## config.mk

```make
export PLATFORM = sky130hd
export DESIGN_NAME = boolean_unit_flat
export DESIGN_NICKNAME = d
export VERILOG_FILES = /design/src/rtl/boolean_unit_if.sv /design/src/rtl/boolean_unit.sv /design/src/flat_wrapper.sv
export SDC_FILE = /design/constraint.sdc
export NUM_CORES = 1
export LEC_CHECK = 0
export ABC_AREA = 1
export CAP_MARGIN = 15
export CELL_PAD_IN_SITES_DETAIL_PLACEMENT = 1
export CELL_PAD_IN_SITES_GLOBAL_PLACEMENT = 1
export CORE_UTILIZATION = 32
export DETAILED_ROUTE_END_ITERATION = 16
export PLACE_DENSITY_LB_ADDON = 0.08
export SYNTH_ARGS = -nofsm -noshare
export SYNTH_HDL_FRONTEND = slang
export SYNTH_SLANG_ARGS = --single-unit
```

## constraint.sdc

```tcl
create_clock -name clk -period 2.3 [get_ports clk]
set_clock_uncertainty 0.2 [all_clocks]
set_input_delay 0.575 -clock clk [delete_from_list [all_inputs] [get_ports clk]]
set_output_delay 0.575 -clock clk [all_outputs]
set_load 0.03 [all_outputs]
```

## src/rtl/boolean_unit_if.sv

```systemverilog
// boolean_unit_if: function inputs, table load and monitor outputs of boolean_unit
interface boolean_unit_if #(
   parameter int CNT_W = 16
);
   logic             A;
   logic             B;
   logic             C;
   logic             F;
   logic             f_q;
   logic             f_rise;
   logic [CNT_W-1:0] hi_cnt;
   logic             cnt_clr;
   logic             tt_load;
   logic [7:0]       tt_data;
   modport master (
      output A, B, C, cnt_clr, tt_load, tt_data,
      input  F, f_q, f_rise, hi_cnt
   );
   modport slave (
      input  A, B, C, cnt_clr, tt_load, tt_data,
      output F, f_q, f_rise, hi_cnt
   );
endinterface

```

## src/rtl/boolean_unit.sv

```systemverilog
// boolean_unit: 3-input truth-table function with registered copy, rise pulse and saturating high counter; BOOLEAN_PROG_EN adds a loadable table
module boolean_unit #(
   parameter logic [7:0] TT_INIT = 8'hAC,
   parameter int         CNT_W   = 16
) (
   input logic           clk,
   input logic           rst_n,
   boolean_unit_if.slave bus
);
   logic [7:0]       tt;
   logic             f;
   logic             f_q;
   logic             f_rise;
   logic [CNT_W-1:0] hi_cnt;
`ifdef BOOLEAN_PROG_EN
   // loadable table; a load becomes visible to F only after the edge, so f_q samples the old function
   always_ff @(posedge clk or negedge rst_n) begin
      if (!rst_n) tt <= TT_INIT;
      else if (bus.tt_load) tt <= bus.tt_data;
   end
`else
   assign tt = TT_INIT;
`endif
   assign f = tt[{bus.A, bus.B, bus.C}];
   // monitor state: registered F, its rising edge, and a clear-priority saturating count of high samples
   always_ff @(posedge clk or negedge rst_n) begin
      if (!rst_n) begin
         f_q    <= 1'b0;
         f_rise <= 1'b0;
         hi_cnt <= '0;
      end else begin
         f_q    <= f;
         f_rise <= f & ~f_q;
         if (bus.cnt_clr) hi_cnt <= '0;
         else if (f && hi_cnt != '1) hi_cnt <= hi_cnt + CNT_W'(1);
      end
   end
   assign bus.F      = f;
   assign bus.f_q    = f_q;
   assign bus.f_rise = f_rise;
   assign bus.hi_cnt = hi_cnt;
endmodule

```

## src/flat_wrapper.sv

```systemverilog
// flat-port wrapper written by rule: the top's interface ports become plain ports
module boolean_unit_flat 
#(
   parameter logic [7:0] TT_INIT = 8'hAC,
   parameter int         CNT_W   = 16
)
  (clk, rst_n, bus_A, bus_B, bus_C, bus_cnt_clr, bus_tt_load, bus_tt_data, bus_F, bus_f_q, bus_f_rise, bus_hi_cnt);
  boolean_unit_if #(.CNT_W(CNT_W)) bus_i ();
  input logic clk;
  input logic rst_n;
  input wire logic [$bits(bus_i.A)-1:0] bus_A;
  input wire logic [$bits(bus_i.B)-1:0] bus_B;
  input wire logic [$bits(bus_i.C)-1:0] bus_C;
  input wire logic [$bits(bus_i.cnt_clr)-1:0] bus_cnt_clr;
  input wire logic [$bits(bus_i.tt_load)-1:0] bus_tt_load;
  input wire logic [$bits(bus_i.tt_data)-1:0] bus_tt_data;
  output wire logic [$bits(bus_i.F)-1:0] bus_F;
  output wire logic [$bits(bus_i.f_q)-1:0] bus_f_q;
  output wire logic [$bits(bus_i.f_rise)-1:0] bus_f_rise;
  output wire logic [$bits(bus_i.hi_cnt)-1:0] bus_hi_cnt;
  assign bus_i.A = bus_A;
  assign bus_i.B = bus_B;
  assign bus_i.C = bus_C;
  assign bus_i.cnt_clr = bus_cnt_clr;
  assign bus_i.tt_load = bus_tt_load;
  assign bus_i.tt_data = bus_tt_data;
  assign bus_F = bus_i.F;
  assign bus_f_q = bus_i.f_q;
  assign bus_f_rise = bus_i.f_rise;
  assign bus_hi_cnt = bus_i.hi_cnt;
  boolean_unit #(.TT_INIT(TT_INIT), .CNT_W(CNT_W)) u_core (.clk(clk), .rst_n(rst_n), .bus(bus_i));
endmodule
```

==> reports/results.ini <==
[setup_path]
required_ps = 1520
crit_path_start_kind = flop
cp.arrival_ps = 1460
crit_path_end_kind = primary output
worst-path-buf-inv = 1
cp_max_fo = 5
timing_worst_setup_path_type = reg -> out
worstPathCellList = clkdlybuf4s50_1
slowest_stage = clkdlybuf4s50_1
crit_family = buffers and inverters
slowest_delay_ps = 700

[clock_network]
postCtsSetupBuffers = 0
holdBufCountCts = 0
ctsHtreeMaxLevel = 1
cts_buffer_depth = 2
cts_tree = done
clk_latency_ps = 310
clock-sinks = 18
post_cts_resized = 0
cts_buffers = 3
cts-root-buf = clkbuf_4
clk_pin_slew_worst_paths_ps = 120

[synth]
synth.largest_area_cell = dfrtp_1
netlist_area_sq_mm = 0.00112
yosys_warnings = 0
synth_fp_nets = 176
synthCells = 160
seq_area_frac_synth_pct = 40.1
netlist.area_leader.share_pct = 40.1
ys_seq_elements = 18
synth_area_per_cell_sq_um = 7.01
ys_types = 17
yosys-top-cells-area = dfrtp_1, nand2_1, nand3_1, nand4_1, inv_1

[sta]
relSlewSlack_pct = 66.8
max_slew.worst_pin.slew_ps = 497
maxSlewViolCount = 0
setup_viol = 0
min_period_over_period_pct = 97.0
post-route-min-period_ps = 2230
max_freq_mhz = 448
tns_ps = 0
finalHoldViolCount = 0
rsz0062_at_grt = false

[pwr]
p_per_area_mw_per_mm2 = 426
total_power_w = 0.000637
ir_drop_mv = 0.128
p_leak_nw = 0.859

[floorplan]
core_area_sq_mm = 0.00334
rows = 21
die_width_um = 61.2
start_util_pct = 33.6
dieArea_sq_mm = 0.00375
ioPinCount = 34
die_h_um = 61.2

[outcome]
status = complete, no violations

[routing]
firstDrtPassIters = 4
postRouteAntennaNets = 0
routed_wl_um = 2970
num_vias = 1108
drtIter0Drc = 28
drc = 0
post_drt_wl_per_cell_um = 12.6
via_per_inst = 4.71

[place]
io_buffers = 24
gp_congestion = 0.772
place_hpwl_um = 2250
dpl_cell_area_sq_mm = 0.00144

[grt]
grt_usage_pct = 18.4
grt.overflow.total = 0
grt_max_degree = 19
grt_first_pass_wirelength_um = 4900
first_global_vias = 1084
antenna_found_initial = 0

[layout]
nets = 206
fin_util_pct = 44.8
drive_gt1_share_pct = 7.94
register_area_sq_um = 450
syn2layout_area_growth_pct = 33.3
multi_input_area_sq_um = 588
fillCellCount = 434
stdcell_area_sq_mm = 0.00150
antenna-diode-count = 0

[flow_run]
drv_cap = 0

[worst_hold_path]
hold_class = reg -> reg

[path summary, 6_finish.rpt]
| kind | endpoint | start | cells after the start | slack, ps |
|---|---|---|---|---|
| hold / removal | u_core.bus.f_rise | u_core.bus.f_q | 1 | 250 |
| min in group asynchronous | u_core.bus.hi_cnt[0] | rst_n | 2 | 380 |
| max in group asynchronous | u_core.bus.hi_cnt[12] | rst_n | 2 | 1300 |
| hold reg to reg | u_core.bus.f_rise | u_core.bus.f_q | 1 | 250 |
| setup / recovery | bus_hi_cnt[9] | u_core.bus.hi_cnt[9] | 1 | 70 |
| setup reg to reg | u_core.bus.hi_cnt[12] | u_core.bus.hi_cnt[0] | 9 | 410 |
[area by class of cell]
cell class / instances / area share [%]
Multi-Input combinational cell: 122 / 39.3
Sequential cell: 18 / 30.1
Timing Repair Buffer: 28 / 20.1
Inverter: 17 / 4.26
Tap cell: 46 / 3.85
Clock buffer: 4 / 2.42
[state kept, by name, summed over array words and instances (netlist names)]
register	count
u_core.bus.hi_cnt	16
u_core.bus.f_rise	1
u_core.bus.f_q	1
[metrics by stage]
| step | hold WS, ps | cells | worst slack (ps) |
|---|---|---|---|
| floorplan | 79.4 | 160 | 373 |
| CTS | 258 | 235 | 0.442 |
| finish | 250 | 235 | 68.0 |
| detailed placement | 242 | 231 | 13.1 |
| global placement | 211 | 231 | 55.8 |
| global route | 283 | 235 | 9.01 |
[layout by cell type, fill, tap and decap left out]
| cell | instances |
|---|---|
| nor2_4 | 3 |
| nand2_1 | 64 |
| nand4_1 | 11 |
| dlymetal6s2s_1 | 8 |
| buf_12 | 1 |
| nor2_2 | 1 |
| inv_1 | 17 |
| clkbuf_8 | 1 |
| ha_1 | 1 |
| dfrtp_1 | 18 |
| clkbuf_4 | 3 |
| nand3_1 | 17 |
| nor2_1 | 16 |
| clkdlybuf4s50_1 | 15 |
| nor2_8 | 1 |
| buf_4 | 4 |
| nand3b_1 | 2 |
| nand2_2 | 1 |
| xor2_1 | 4 |
| o21ai_1 | 1 |
[synth_stat cells]
| cell | n |
|---|---|
| xor2_1 | 4 |
| nor2_4 | 3 |
| nor2_1 | 16 |
| dfrtp_1 | 18 |
| clkbuf_1 | 1 |
| buf_6 | 1 |
| nor2_2 | 1 |
| nand4_1 | 11 |
| buf_2 | 1 |
| ha_1 | 1 |
| nor2_8 | 1 |
| o21ai_1 | 1 |
| nand3b_1 | 2 |
| inv_1 | 17 |
| nand2_2 | 1 |
| nand2_1 | 64 |
| nand3_1 | 17 |
[metal layers]
| layer | global-route usage (%) | up-vias | part of all wire (%) |
|---|---|---|---|
| met5 | 0 | - | 0 |
| met4 | 9.74 | 0 | 2.7 |
| met3 | 2.52 | 7 | 3.5 |
| met2 | 31.8 | 27 | 48 |
| met1 | 22.2 | 509 | 46 |
| li1 | - | 565 | - |
[kinds of logic after synthesis]
kind of cell | count (synthesis) | share of synthesized area (%)
buf+inv | 20 | 7.47
fa+ha+maj | 1 | 1.11
xor+xnor | 4 | 3.12
compound gates | 1 | 0.446
flops | 18 | 40.1
simple gates | 116 | 47.7
[where the power goes]
| part | total (W) | switching [W] | internal (W) | leakage, nW |
|---|---|---|---|---|
| logic | 0.0000954 | 0.0000570 | 0.0000384 | 0.592 |
| clock network | 0.000212 | 0.000115 | 0.0000967 | 0.0210 |
| registers | 0.000330 | 0.00000660 | 0.000323 | 0.246 |
Power figures use the tool's default switching activity.
